## config.mk

```make
export PLATFORM = sky130hd
export DESIGN_NAME = fir_pcpi_sequencer
export DESIGN_NICKNAME = d
export VERILOG_FILES = /design/src/rtl/fir_pcpi_sequencer.sv
export SDC_FILE = /design/constraint.sdc
export NUM_CORES = 1
export LEC_CHECK = 0
export BUFFER_PORTS_ARGS = -buffer_cell sky130_fd_sc_hd__buf_2
export CAP_MARGIN = 30
export CELL_PAD_IN_SITES_DETAIL_PLACEMENT = 1
export CELL_PAD_IN_SITES_GLOBAL_PLACEMENT = 2
export CORE_ASPECT_RATIO = 0.8
export CORE_MARGIN = 1
export CORE_UTILIZATION = 29
export CTS_CLUSTER_DIAMETER = 60
export DETAILED_ROUTE_END_ITERATION = 7
export HOLD_SLACK_MARGIN = 0.15
export PLACE_DENSITY = 0.81
export SKIP_LAST_GASP = 1
export SLEW_MARGIN = 15
export SYNTH_ARGS = -nofsm -noshare
export SYNTH_HDL_FRONTEND = slang
export SYNTH_SLANG_ARGS = --single-unit
```

## constraint.sdc

```tcl
create_clock -name clk -period 1.5 [get_ports clk]
set_input_delay 0.375 -clock clk [delete_from_list [all_inputs] [get_ports clk]]
set_output_delay 0.375 -clock clk [all_outputs]
set_load 0.005 [all_outputs]
```

## src/rtl/fir_pcpi_sequencer.sv

```systemverilog
// -----------------------------------------------------------------------------
// fir_pcpi_sequencer
//
// Autonomous PCPI master for the FIR accelerator. It replaces the CPU core on
// the accelerator's PCPI port. It runs in two phases:
//   1. Load phase: reads all N*K coefficients from an external coefficient
//      memory and issues one LOADH command per word.
//   2. Run phase: accepts packed control words from an input stream and issues
//      them as CALCULATE commands. Results go to a 2-entry output FIFO.
//
// Ports
//   clk, resetn          clock; asynchronous active-low reset
//   cfg_start            one-cycle start pulse (honoured only when idle)
//   cfg_skip_load        sampled with cfg_start; 1 = go straight to run phase
//   cfg_stop             one-cycle stop request
//   busy                 high whenever the sequencer is not idle
//   loaded               coefficients valid; cleared by an aborted load
//   err_timeout          sticky accelerator timeout flag; cleared by cfg_start
//   coef_rd_en/coef_addr coefficient read port; coef_rdata is returned 1 cycle later
//   s_valid/s_ready      control-word input stream, carrying s_rs1/s_rs2
//   m_valid/m_ready      filtered-sample output stream, carrying m_sample
//   pcpi_*               PCPI master port towards the accelerator
// -----------------------------------------------------------------------------
module fir_pcpi_sequencer #(
   parameter int N                 = 8,
   parameter int K                 = 256,
   parameter int WIDTH_COEFFICIENT = 32,
   parameter int TIMEOUT           = 15,
   parameter int AW                = $clog2(N*K)
) (
   input  logic                         clk,
   input  logic                         resetn,
   input  logic                         cfg_start,
   input  logic                         cfg_skip_load,
   input  logic                         cfg_stop,
   output logic                         busy,
   output logic                         loaded,
   output logic                         err_timeout,
   output logic                         coef_rd_en,
   output logic [AW-1:0]                coef_addr,
   input  logic [WIDTH_COEFFICIENT-1:0] coef_rdata,
   input  logic                         s_valid,
   output logic                         s_ready,
   input  logic [31:0]                  s_rs1,
   input  logic [31:0]                  s_rs2,
   output logic                         m_valid,
   input  logic                         m_ready,
   output logic [31:0]                  m_sample,
   output logic                         pcpi_valid,
   output logic [31:0]                  pcpi_insn,
   output logic [31:0]                  pcpi_rs1,
   output logic [31:0]                  pcpi_rs2,
   input  logic                         pcpi_wr,
   input  logic [31:0]                  pcpi_rd,
   input  logic                         pcpi_ready
);

   localparam logic [31:0] LOADH     = 32'h0000_3027;
   localparam logic [31:0] CALCULATE = 32'h0000_2027;
   localparam int KW = (K > 1) ? $clog2(K) : 1;
   localparam int TW = $clog2(TIMEOUT + 1);

   typedef enum logic [2:0] {
      IDLE, LD_RD, LD_CAP, LD_ISSUE, LD_GAP, RUN_WAIT, RUN_ISSUE, RUN_GAP
   } state_t;

   state_t        state_reg, state_next;
   logic [3:0]    a_reg, a_next;
   logic [KW-1:0] k_reg, k_next;
   logic [AW-1:0] addr_reg, addr_next;
   logic          rd_en_reg, rd_en_next;
   logic          valid_reg, valid_next;
   logic [31:0]   insn_reg, insn_next;
   logic [31:0]   rs1_reg, rs1_next;
   logic [31:0]   rs2_reg, rs2_next;
   logic          loaded_reg, loaded_next;
   logic          err_reg, err_next;
   logic          stop_reg, stop_next;
   logic [TW-1:0] tmo_reg, tmo_next;

   logic          push, pop, timeout_hit, load_phase, last_coef;

   // Output FIFO
   logic [31:0]   fifo_mem [2];
   logic          wr_ptr_reg, rd_ptr_reg;
   logic [1:0]    count_reg;

   assign load_phase  = (state_reg == LD_RD) || (state_reg == LD_CAP) ||
                        (state_reg == LD_ISSUE) || (state_reg == LD_GAP);
   assign last_coef   = (a_reg == 4'(N-1)) && (k_reg == KW'(K-1));
   // Fires on the cycle the stall counter would reach TIMEOUT.
   assign timeout_hit = valid_reg && !pcpi_ready && (tmo_reg == TW'(TIMEOUT-1));

   // s_ready also drops on a stop request so a word is never accepted on the
   // same cycle the sequencer leaves RUN_WAIT for IDLE.
   assign s_ready  = (state_reg == RUN_WAIT) && (count_reg != 2'd2) && !cfg_stop;
   assign m_valid  = (count_reg != 2'd0);
   assign m_sample = fifo_mem[rd_ptr_reg];
   assign pop      = m_valid && m_ready;

   assign busy        = (state_reg != IDLE);
   assign loaded      = loaded_reg;
   assign err_timeout = err_reg;
   assign coef_rd_en  = rd_en_reg;
   assign coef_addr   = addr_reg;
   assign pcpi_valid  = valid_reg;
   assign pcpi_insn   = insn_reg;
   assign pcpi_rs1    = rs1_reg;
   assign pcpi_rs2    = rs2_reg;

   // State and registered outputs
   always_ff @(posedge clk or negedge resetn) begin
      if (!resetn) begin
         state_reg  <= IDLE;
         a_reg      <= '0;
         k_reg      <= '0;
         addr_reg   <= '0;
         rd_en_reg  <= 1'b0;
         valid_reg  <= 1'b0;
         insn_reg   <= '0;
         rs1_reg    <= '0;
         rs2_reg    <= '0;
         loaded_reg <= 1'b0;
         err_reg    <= 1'b0;
         stop_reg   <= 1'b0;
         tmo_reg    <= '0;
      end else begin
         state_reg  <= state_next;
         a_reg      <= a_next;
         k_reg      <= k_next;
         addr_reg   <= addr_next;
         rd_en_reg  <= rd_en_next;
         valid_reg  <= valid_next;
         insn_reg   <= insn_next;
         rs1_reg    <= rs1_next;
         rs2_reg    <= rs2_next;
         loaded_reg <= loaded_next;
         err_reg    <= err_next;
         stop_reg   <= stop_next;
         tmo_reg    <= tmo_next;
      end
   end

   // Next-state and next-output logic
   always_comb begin
      state_next  = state_reg;
      a_next      = a_reg;
      k_next      = k_reg;
      addr_next   = addr_reg;
      rd_en_next  = 1'b0;
      valid_next  = valid_reg;
      insn_next   = insn_reg;
      rs1_next    = rs1_reg;
      rs2_next    = rs2_reg;
      loaded_next = loaded_reg;
      err_next    = err_reg;
      stop_next   = stop_reg;
      tmo_next    = (valid_reg && !pcpi_ready) ? tmo_reg + TW'(1) : '0;
      push        = 1'b0;

      // A stop outside IDLE/RUN_WAIT waits for the current command to finish.
      if (cfg_stop && (state_reg != IDLE) && (state_reg != RUN_WAIT))
         stop_next = 1'b1;

      case (state_reg)
         IDLE: begin
            if (cfg_start) begin
               err_next  = 1'b0;
               stop_next = 1'b0;
               a_next    = '0;
               k_next    = '0;
               if (cfg_skip_load) begin
                  state_next = RUN_WAIT;
               end else begin
                  state_next = LD_RD;
                  rd_en_next = 1'b1;
                  addr_next  = '0;
               end
            end
         end
         LD_RD: state_next = LD_CAP;
         LD_CAP: begin
            rs1_next   = 32'(coef_rdata);
            rs2_next   = {28'b0, a_reg};
            valid_next = 1'b1;
            insn_next  = LOADH;
            state_next = LD_ISSUE;
         end
         LD_ISSUE: begin
            if (pcpi_ready) begin
               valid_next = 1'b0;
               insn_next  = '0;
               state_next = LD_GAP;
            end
         end
         LD_GAP: begin
            if (stop_reg || cfg_stop) begin
               // Aborted load: the accelerator holds a partial coefficient set.
               loaded_next = 1'b0;
               stop_next   = 1'b0;
               state_next  = IDLE;
            end else if (last_coef) begin
               loaded_next = 1'b1;
               a_next      = '0;
               k_next      = '0;
               state_next  = RUN_WAIT;
            end else begin
               // coef_addr tracks a*K+k, so it simply increments.
               if (k_reg == KW'(K-1)) begin
                  k_next = '0;
                  a_next = a_reg + 4'd1;
               end else begin
                  k_next = k_reg + KW'(1);
               end
               addr_next  = addr_reg + AW'(1);
               rd_en_next = 1'b1;
               state_next = LD_RD;
            end
         end
         RUN_WAIT: begin
            if (cfg_stop) begin
               state_next = IDLE;
            end else if (s_valid && s_ready) begin
               rs1_next   = s_rs1;
               rs2_next   = s_rs2;
               valid_next = 1'b1;
               insn_next  = CALCULATE;
               state_next = RUN_ISSUE;
            end
         end
         RUN_ISSUE: begin
            if (pcpi_ready) begin
               valid_next = 1'b0;
               insn_next  = '0;
               push       = pcpi_wr;
               state_next = RUN_GAP;
            end
         end
         RUN_GAP: begin
            if (stop_reg || cfg_stop) begin
               stop_next  = 1'b0;
               state_next = IDLE;
            end else begin
               state_next = RUN_WAIT;
            end
         end
         default: state_next = IDLE;
      endcase

      if (timeout_hit) begin
         err_next   = 1'b1;
         valid_next = 1'b0;
         insn_next  = '0;
         stop_next  = 1'b0;
         tmo_next   = '0;
         state_next = IDLE;
         if (load_phase)
            loaded_next = 1'b0;
      end
   end

   // Two-entry output FIFO. The s_ready free-slot rule prevents overflow,
   // because at most one CALCULATE is in flight at a time.
   always_ff @(posedge clk or negedge resetn) begin
      if (!resetn) begin
         wr_ptr_reg <= 1'b0;
         rd_ptr_reg <= 1'b0;
         count_reg  <= 2'd0;
         for (int i = 0; i < 2; i++)
            fifo_mem[i] <= '0;
      end else begin
         if (push) begin
            fifo_mem[wr_ptr_reg] <= pcpi_rd;
            wr_ptr_reg           <= ~wr_ptr_reg;
         end
         if (pop)
            rd_ptr_reg <= ~rd_ptr_reg;
         count_reg <= count_reg + {1'b0, push} - {1'b0, pop};
      end
   end

endmodule

```

# ---- Word-level counts from Yosys, hierarchy flattened
# Cells that the tools add are included.
dict set report word_totals {
  elab_cells 160
  in_bits 137
  memories 0
  regBits 199
  latch_bits 0
  romBits 0
  mem_bits_rw 0
  out_inout_bits 146
}
dict set report op_classes {
  n_lt_le_gt_ge 3
  n_eq_ne 26
  n_shift 0
  div_mod_pow 0
  bitwise_logic 4
  mul 0
  reduce_logical 33
  mux 70
  addsub 6
}
# op count
set op_table {}
lappend op_table {{$mux 32} 12}
lappend op_table {{$pmux 32 s2} 2}
lappend op_table {{$pmux 32 s3} 1}
lappend op_table {{$bwmux 64} 1}
lappend op_table {{$mux 11} 4}
lappend op_table {{$demux 32 s1} 1}
lappend op_table {{$mux 8} 4}
lappend op_table {{$mux 3} 10}
lappend op_table {{$mux 4} 6}
lappend op_table {{$pmux 3 s8} 1}
lappend op_table {{$mux 1} 22}
lappend op_table {{$pmux 11 s2} 1}
lappend op_table {{$pmux 8 s2} 1}
lappend op_table {{$ne 3x3->1 const B} 5}
lappend op_table {{$eq 3x3->1 const B} 4}
lappend op_table {{$ne 2x2->1 const B} 6}
lappend op_table {{$reduce_and 4->1} 3}
lappend op_table {{$add 11x1->11 const B} 1}
lappend op_table {{$logic_and 1x1->1} 10}
lappend op_table {{$reduce_bool 2->1} 5}
lappend op_table {{$add 4x1->4 const B} 2}
lappend op_table {{$add 8x1->8 const B} 1}
lappend op_table {{$eq 8x8->1 const B} 1}
lappend op_table {{$pmux 4 s2} 1}
lappend op_table {{25 further kinds} 37}

# ---- Logic depth before layout (Yosys ltp)
# Gate-level depths: netlist (run 1).
dict set report logic_depth {
  ltp_word 8
  mapped_depth 8
  depth_no_buf 7
}

# ---- Worst setup path before layout (run 1)
# Ideal clock, no wire load.
dict set report synth_path {
  kind {register to register}
  start {reg count_reg[1]}
  end {reg count_reg[1]}
  period_less_slack_ns 1.683
  arrival_time_ns 1.560
  setup_ns 0.123
  slack_ns -0.183
  required_ns 1.377
  path_buffers 0
  path_stages_with_launch 8
  cell_sequence {dfrtp_1 > or2_2 > and2_1 > ha_1 > inv_1 > ha_1 > xnor2_1 > xnor2_1}
}
dict set report synth_via {
  elab_chain_len 3
  elab_cells_between_ends 4
  classes_between {add/sub: 2; reduce/logical: 2}
}
# item line_no
set synth_rtl {}
lappend synth_rtl {{start, declared} 86} ;# logic [1:0] count_reg;
lappend synth_rtl {{start signal, assigned} 278} ;# count_reg <= count_reg + {1'b0, push} - {1'b0, pop};
lappend synth_rtl {{$reduce_bool 2->1} 97} ;# assign m_valid = (count_reg != 2'd0);
lappend synth_rtl {{via m_valid} 46} ;# output logic m_valid,
lappend synth_rtl {{$logic_and 1x1->1} 99} ;# assign pop = m_valid && m_ready;
lappend synth_rtl {{via pop} 81} ;# logic push, pop, timeout_hit, load_phase, last_coef;
lappend synth_rtl {{$sub 2x1->2} 278}
# The timed path passes the listed nets, and every way through them passes these cells.
# A chain may end at the register's enable or synchronous reset.

# ---- Worst setup path after layout (run 1)
dict set report layout_path {
  start {reg rd_ptr_reg}
  end {out m_sample[14]}
}
dict set report layout_via {
  elab_chain_len 4
}
# item line_no
set layout_rtl {}
lappend layout_rtl {{start, declared} 85} ;# logic wr_ptr_reg, rd_ptr_reg;
lappend layout_rtl {{start signal, assigned} 277} ;# rd_ptr_reg <= ~rd_ptr_reg;
lappend layout_rtl {{$not 1->2 (not written as such)} 98} ;# assign m_sample = fifo_mem[rd_ptr_reg];
lappend layout_rtl {{$mux 32 (not written as such) (3 in series)} 98}
lappend layout_rtl {{end, declared} 48} ;# output logic [31:0] m_sample,
# Every way passes these cells. The select of a mux whose other input is x is not followed.

==> reports/results.txt, run 1 <==
outcome: finished, violations left
failing checks: negative setup slack
pwr/cell area: 1978 nW/um^2
Routed Antenna Nets: 0
clock network power share: 17.2%
first-pass GRT wire length: 40430 um
ys async rst share: 100.0%
Synth area leader: dfrtp_1
Post-DP Area: 10450 sq um
worst clock skew: 0.01580 ns
Reg power frac: 29.7%
DR iter-0 viols: 193
EDFF count, synth: 0
first-pass iteration count of the detailed router: 4
vias per cell: 4.808
DRC: 0
Die Y: 151.2 um
post-synth top area share: 52.43%
number of synthesis warnings: 0
row count: 54
CTS root buffer: clkbuf_16
Comb power frac: 53.1%
RSZ-0062 raised after global routing: yes
Clk Latency, worst-skew pair: 0.44 ns
post-synth design cell area: 8066 sq um
sequential share of the synthesized area: 52.43%
Total GRT Usage: 18.61%
Primary FF master, synth: dfrtp_1
Worst VDD drop: 854.8 uV
Syn Inst Count: 664
setup total negative slack: -55.54 ns
initial antenna violation count: 3
WL final: 30370 um
I/O pin cnt: 283
CTS max path bufs: 2
Core Area: 27300 sq um
library cells used by synthesis: 62
Net Sw Frac: 35.42%
H-tree depth: 4
Synth area leaders: dfrtp_1, mux2_2, mux2_1, mux2i_1, buf_4
post-route cell area: 13320 sq um
die width: 188.5 um
reg2reg path depth: 9
Required @ worst endpoint: 1.12 ns
GP Congestion: 0.7546
max cap viols: 0
crit path capture type: output pin
Yosys reg bits: 169
Hold Crit Depth: 2
Max Clk Rate: 510.4 MHz
port bufs: 256
Hold Path Class: input pin to flip-flop
endpoints failing hold: 0
Worst setup SP type: flip-flop
crit path time final: 1.959 ns
Largest Register: fifo_mem
die area: 28490 sq um
WHS: 0.1654 ns
period utilization: 130.6%
max reg flops: 64
final worst slack: -0.4593 ns
Mean Syn Cell Area: 12.15 sq um
initial core utilization: 29.55%
Pins Over Slew Limit: 0
largest net degree at the start of global routing: 34
CP Class: flip-flop to output pin
vias in the first global route: 7168
final net count: 1210
placed insts: 1328
CP max FO: 6
Sw Pwr: 9330 uW
final std cells w/o fill: 1444
critical path arrival: 1.58 ns
clock-pin slew on the worst setup and hold paths: 0.07 ns
Area Overhead vs Synth: 65.15%
post-layout util: 48.80%
clock sinks: 169
Overflow after GRT: 0
cell-internal power: 17010 uW
CTS tree: built
DR vias: 6943
Finish-stage setup viols: 197
fraction of layout cells with a size suffix above 1: 63.58%
DP HPWL: 17070 um
drt wl/cell: 21.03 um
LEAKAGE: 0.006694 uW
TritonCTS buffer count: 17
-- cell families after synthesis --
family          Yosys count  synth area share, %
compound gates          122                10.89
xor+xnor                 10                1.086
fa+ha+maj                 7                1.086
buf+inv                  82                6.530
flops                   169                52.43
mux                     138                18.66
other cells               1              0.04649
simple gates            135                9.276
-- synth_stat cells, types with 8 or more instances --
cell / number
mux2_1: 43
clkbuf_1: 10
a22o_1: 31
and3_1: 8
a21oi_1: 12
nand2_1: 52
mux2_2: 56
o31ai_1: 11
dfrtp_1: 169
mux2i_1: 39
inv_1: 10
or4_1: 8
o21ai_0: 39
nand4_1: 8
buf_2: 16
buf_4: 39
nor2_1: 16
-- worst max-delay path, stage by stage, from the launching register on --
cell       delay [ns]
dfrtp_2          0.37
buf_12           0.15
clkbuf_16        0.16
mux2_2           0.34
buf_2            0.13
-- metrics by stage --
step	power (uW)	setup slack, ns
2_1_floorplan	12720	-0.1392
4_1_cts	22910	-0.4689
6_report	26340	-0.4593
3_3_place_gp	16220	-0.3644
5_1_grt	27800	-0.4998
3_5_place_dp	16620	-0.3835
-- final timing paths --
check	startpoint	end	slack [ns]
max in group asynchronous	resetn	err_timeout$_DFFE_PN0P_	0.53
min in group asynchronous	resetn	pcpi_rs1[3]$_DFFE_PN0P_	0.42
worst max-delay path	rd_ptr_reg$_DFFE_PN0P_	m_sample[14]	-0.46
worst min register to register	pcpi_rs2[2]$_DFFE_PN0P_	pcpi_rs2[2]$_DFFE_PN0P_	0.48
worst min-delay path	s_rs2[8]	pcpi_rs2[8]$_DFFE_PN0P_	0.17
worst max register to register	state_reg[2]$_DFFE_PN0P_	pcpi_rs1[0]$_DFFE_PN0P_	-0.36
-- timing repair --
item / 4_1_cts / 5_1_grt
endpoints found under the setup margin: 199 / 203
setup buffers: 21 / 30
pin swaps: 12 / 59
endpoints found under the hold margin: 45 / 2
hold buffers: 8 / 2
cloned: 12 / 22
resized for setup: 58 / 241
-- layout by cell type (no fill, tap or decap), types with 20 or more instances in the layout --
master and count:
o21ai_2 20, a22o_1 31, clkbuf_16 34, mux2_4 51
buf_2 231, mux2i_1 31, mux2_2 48, conb_1 26
buf_6 64, buf_4 70, dfrtp_1 166
-- final cells by class --
class	instances	area, sq um
repair buffers	429	3711
inverters	10	37.54
clock buffers	19	442.9
flip-flops and latches	169	4233
multi-input cells	439	4310
well taps	364	455.4
clock inverters	13	128.9
fillers	2866	13970
diodes	1	2.502
-- power groups by stage --
stage               sequential (uW)  combinational, uW  clock (uW)
finish                         7820              14000        4540
global route                   8040              14900        4810
CTS                            7610              10700        4640
detailed placement             7620               8990           0
global placement               7540               8680           0
floorplan                      7490               5230           0
-- metal layers --
metal	track usage [%]	vias up	share of wire (%)
met1	23.28	3516	43
met3	4.147	37	4.8
met4	5.081	0	1.8
met2	32.35	238	51
met5	0	-	0
li1	-	3152	-
No activity file was read; power rests on OpenSTA's default activity.
==> run 2, diff against run 1 <==
--- a/config.mk
+++ b/config.mk
@@ -5,7 +5,7 @@
 export SDC_FILE = /design/constraint.sdc
 export NUM_CORES = 1
 export LEC_CHECK = 0
-export BUFFER_PORTS_ARGS = -buffer_cell sky130_fd_sc_hd__buf_2
+export BUFFER_PORTS_ARGS = -buffer_cell sky130_fd_sc_hd__buf_4
 export CAP_MARGIN = 30
 export CELL_PAD_IN_SITES_DETAIL_PLACEMENT = 1
 export CELL_PAD_IN_SITES_GLOBAL_PLACEMENT = 2
==> constraint.sdc (replaced) <==
create_clock -name clk -period 1.5 [get_ports clk]
set_input_delay 0.3 -clock clk [delete_from_list [all_inputs] [get_ports clk]]
set_output_delay 0.3 -clock clk [all_outputs]
set_load 0.005 [all_outputs]
==> run 2 against run 1 <==
The run still ends with negative setup slack left; worst hold slack worse by 0.018 ns; critical path type is now flip-flop to flip-flop; global-route usage rose by 1.6 points; largest power group unchanged; largest cell class is now buffers; core utilization up 2.5 points; clock-buffer cell count down 2.
==> reports/results.txt, run 2 (synthesis results as in run 1) <==
outcome: finished, violations left
failing checks: negative setup slack
Total GRT Usage: 20.16%
Required @ worst endpoint: 1.81 ns
worst clock skew: 0.02050 ns
filler cell count: 2836
crit path time final: 1.910 ns
Reg power frac: 30.1%
first-pass iteration count of the detailed router: 4
Clk Latency, worst-skew pair: 0.44 ns
initial antenna violation count: 0
fraction of layout cells with a size suffix above 1: 57.27%
Max Clk Rate: 523.5 MHz
Final Total Pwr: 26020 uW
DRC: 0
R2R Setup Slk: -0.41 ns
Reg area: 4232 sq um
RSZ-0062 raised after global routing: yes
first-pass GRT wire length: 43660 um
Hold Path Sink: pcpi_rs1[25]$_DFFE_PN0P_
period utilization: 127.3%
Worst R2R End: pcpi_rs1[21]$_DFFE_PN0P_
clock-pin slew on the worst setup and hold paths: 0.08 ns
# diodes: 0
Die Y: 151.2 um
HP Start: coef_rdata[25]
Area Overhead vs Synth: 73.75%
die area: 28490 sq um
row count: 54
area of the multi-input gates: 4064 sq um
initial core utilization: 29.55%
drt wl/cell: 20.06 um
CTS root buffer: clkbuf_16
Sw Pwr: 9145 uW
Worst setup SP type: flip-flop
vias per cell: 4.692
Worst VDD drop: 1022 uV
GP Congestion: 0.7495
reg2reg start: state_reg[2]$_DFFE_PN0P_
Largest Register: fifo_mem
TritonCTS buffer count: 17
DR vias: 7066
most frequent cells in the layout: buf_4, dfrtp_1, dlygate4sd3_1
port bufs: 256
DP HPWL: 17630 um
LEAKAGE: 0.006846 uW
crit path capture type: flip-flop
post-route cell area: 14020 sq um
pwr/cell area: 1856 nW/um^2
max cap viols: 0
vias in the first global route: 7630
Core Area: 27300 sq um
CP Class: flip-flop to flip-flop
Comb power frac: 52.5%
DR iter-0 viols: 262
Net Sw Frac: 35.15%
most common cell after layout, fill and taps aside: buf_4
max reg flops: 64
WL final: 30210 um
CP max FO: 13
die width: 188.5 um
critical path arrival: 2.22 ns
Hold Crit Depth: 3
reg2reg path depth: 8
Routed Antenna Nets: 0
H-tree depth: 4
final net count: 1273
Finish-stage setup viols: 197
CTS max path bufs: 2
Hold Path Class: input pin to flip-flop
final worst slack: -0.4102 ns
Post-DP Area: 11150 sq um
clock sinks: 169
Pins Over Slew Limit: 0
cell-internal power: 16870 uW
largest net degree at the start of global routing: 38
clock network power share: 17.4%
endpoints failing hold: 0
Overflow after GRT: 0
CTS tree: built
I/O pin cnt: 283
-- run 2: changes by cell type in the layout (fill, tap and decap cells not counted), sizes merged --
cell and change:
a21oi +1, buf +2, bufbuf +3, bufinv -1, clkbuf -17, clkinv +2
clkinvlp +1, diode -1, dlygate4sd3 +73, or2 -1
-- run 2: per-layer routing --
layer / GRT usage, % / vias up / wire length, um
met3: 4.564 / 37 / 1559
met4: 5.927 / 0 / 634
met5: 0 / - / 0
met2: 35.22 / 237 / 15160
met1: 24.89 / 3526 / 12860
li1: - / 3266 / -
-- run 2: power by group through the flow --
stage / registers [uW] / clock network (uW) / logic, uW
final: 7830 / 4530 / 13700
after global routing: 8060 / 4820 / 14500
after CTS: 7670 / 4650 / 12700
after detailed placement: 7640 / 0 / 10000
after global placement: 7580 / 0 / 9740
after floorplan: 7490 / 0 / 5220
-- run 2: worst max path at each step --
stage | start | endpoint | slack (ns) | cells after the start
6_report | state_reg[2]$_DFFE_PN0P_ | pcpi_rs1[21]$_DFFE_PN0P_ | -0.41 | 8
5_1_grt | state_reg[0]$_DFFE_PN0P_ | busy | -0.44 | 4
4_1_cts | state_reg[0]$_DFFE_PN0P_ | busy | -0.43 | 4
3_5_place_dp | state_reg[2]$_DFFE_PN0P_ | coef_addr[6]$_DFFE_PN0P_ | -0.31 | 6
3_3_place_gp | pcpi_ready | fifo_mem[51]$_DFFE_PN0P_ | -0.28 | 6
2_1_floorplan | state_reg[1]$_DFFE_PN0P_ | state_reg[0]$_DFFE_PN0P_ | -0.14 | 5
-- run 2: cell type report --
cell class	count	share of cell area (%)
inverters	10	0.2678
repair buffers	492	33.03
flip-flops and latches	169	30.19
clock inverters	15	1.232
well taps	364	3.249
multi-input cells	439	28.99
clock buffers	17	3.035
-- run 2: critical path, cell delays in order (launching register included) --
cell and delay (ns):
dfrtp_1 0.43, buf_6 0.15, buf_6 0.11, buf_4 0.12
nand2_1 0.09, or2_4 0.27, buf_12 0.22, mux2i_1 0.28
o21ai_1 0.12
-- run 2: metrics by stage --
stage / TNS (ns) / hold WS (ns) / utilization [%] / cells / worst slack (ns)
after floorplan: -4.303 / 0.004409 / - / 689 / -0.1392
after global placement: -35.54 / 0.2619 / 40.83 / 1336 / -0.2810
after detailed placement: -40.19 / 0.2695 / 40.83 / 1336 / -0.3149
after CTS: -65.21 / 0.1514 / 49.58 / 1491 / -0.4271
after global routing: -70.67 / 0.1510 / 51.35 / 1506 / -0.4362
final: -58.59 / 0.1477 / 51.35 / 1506 / -0.4102
-- run 2: timing repair --
action / CTS / global route
endpoints found under the setup margin: 196 / 199
hold endpoints to repair: 129 / 5
pin swaps: 31 / 26
buffers inserted: 29 / 8
resized for setup: 100 / 107
hold buffers: 76 / 7
gates cloned: 18 / 5
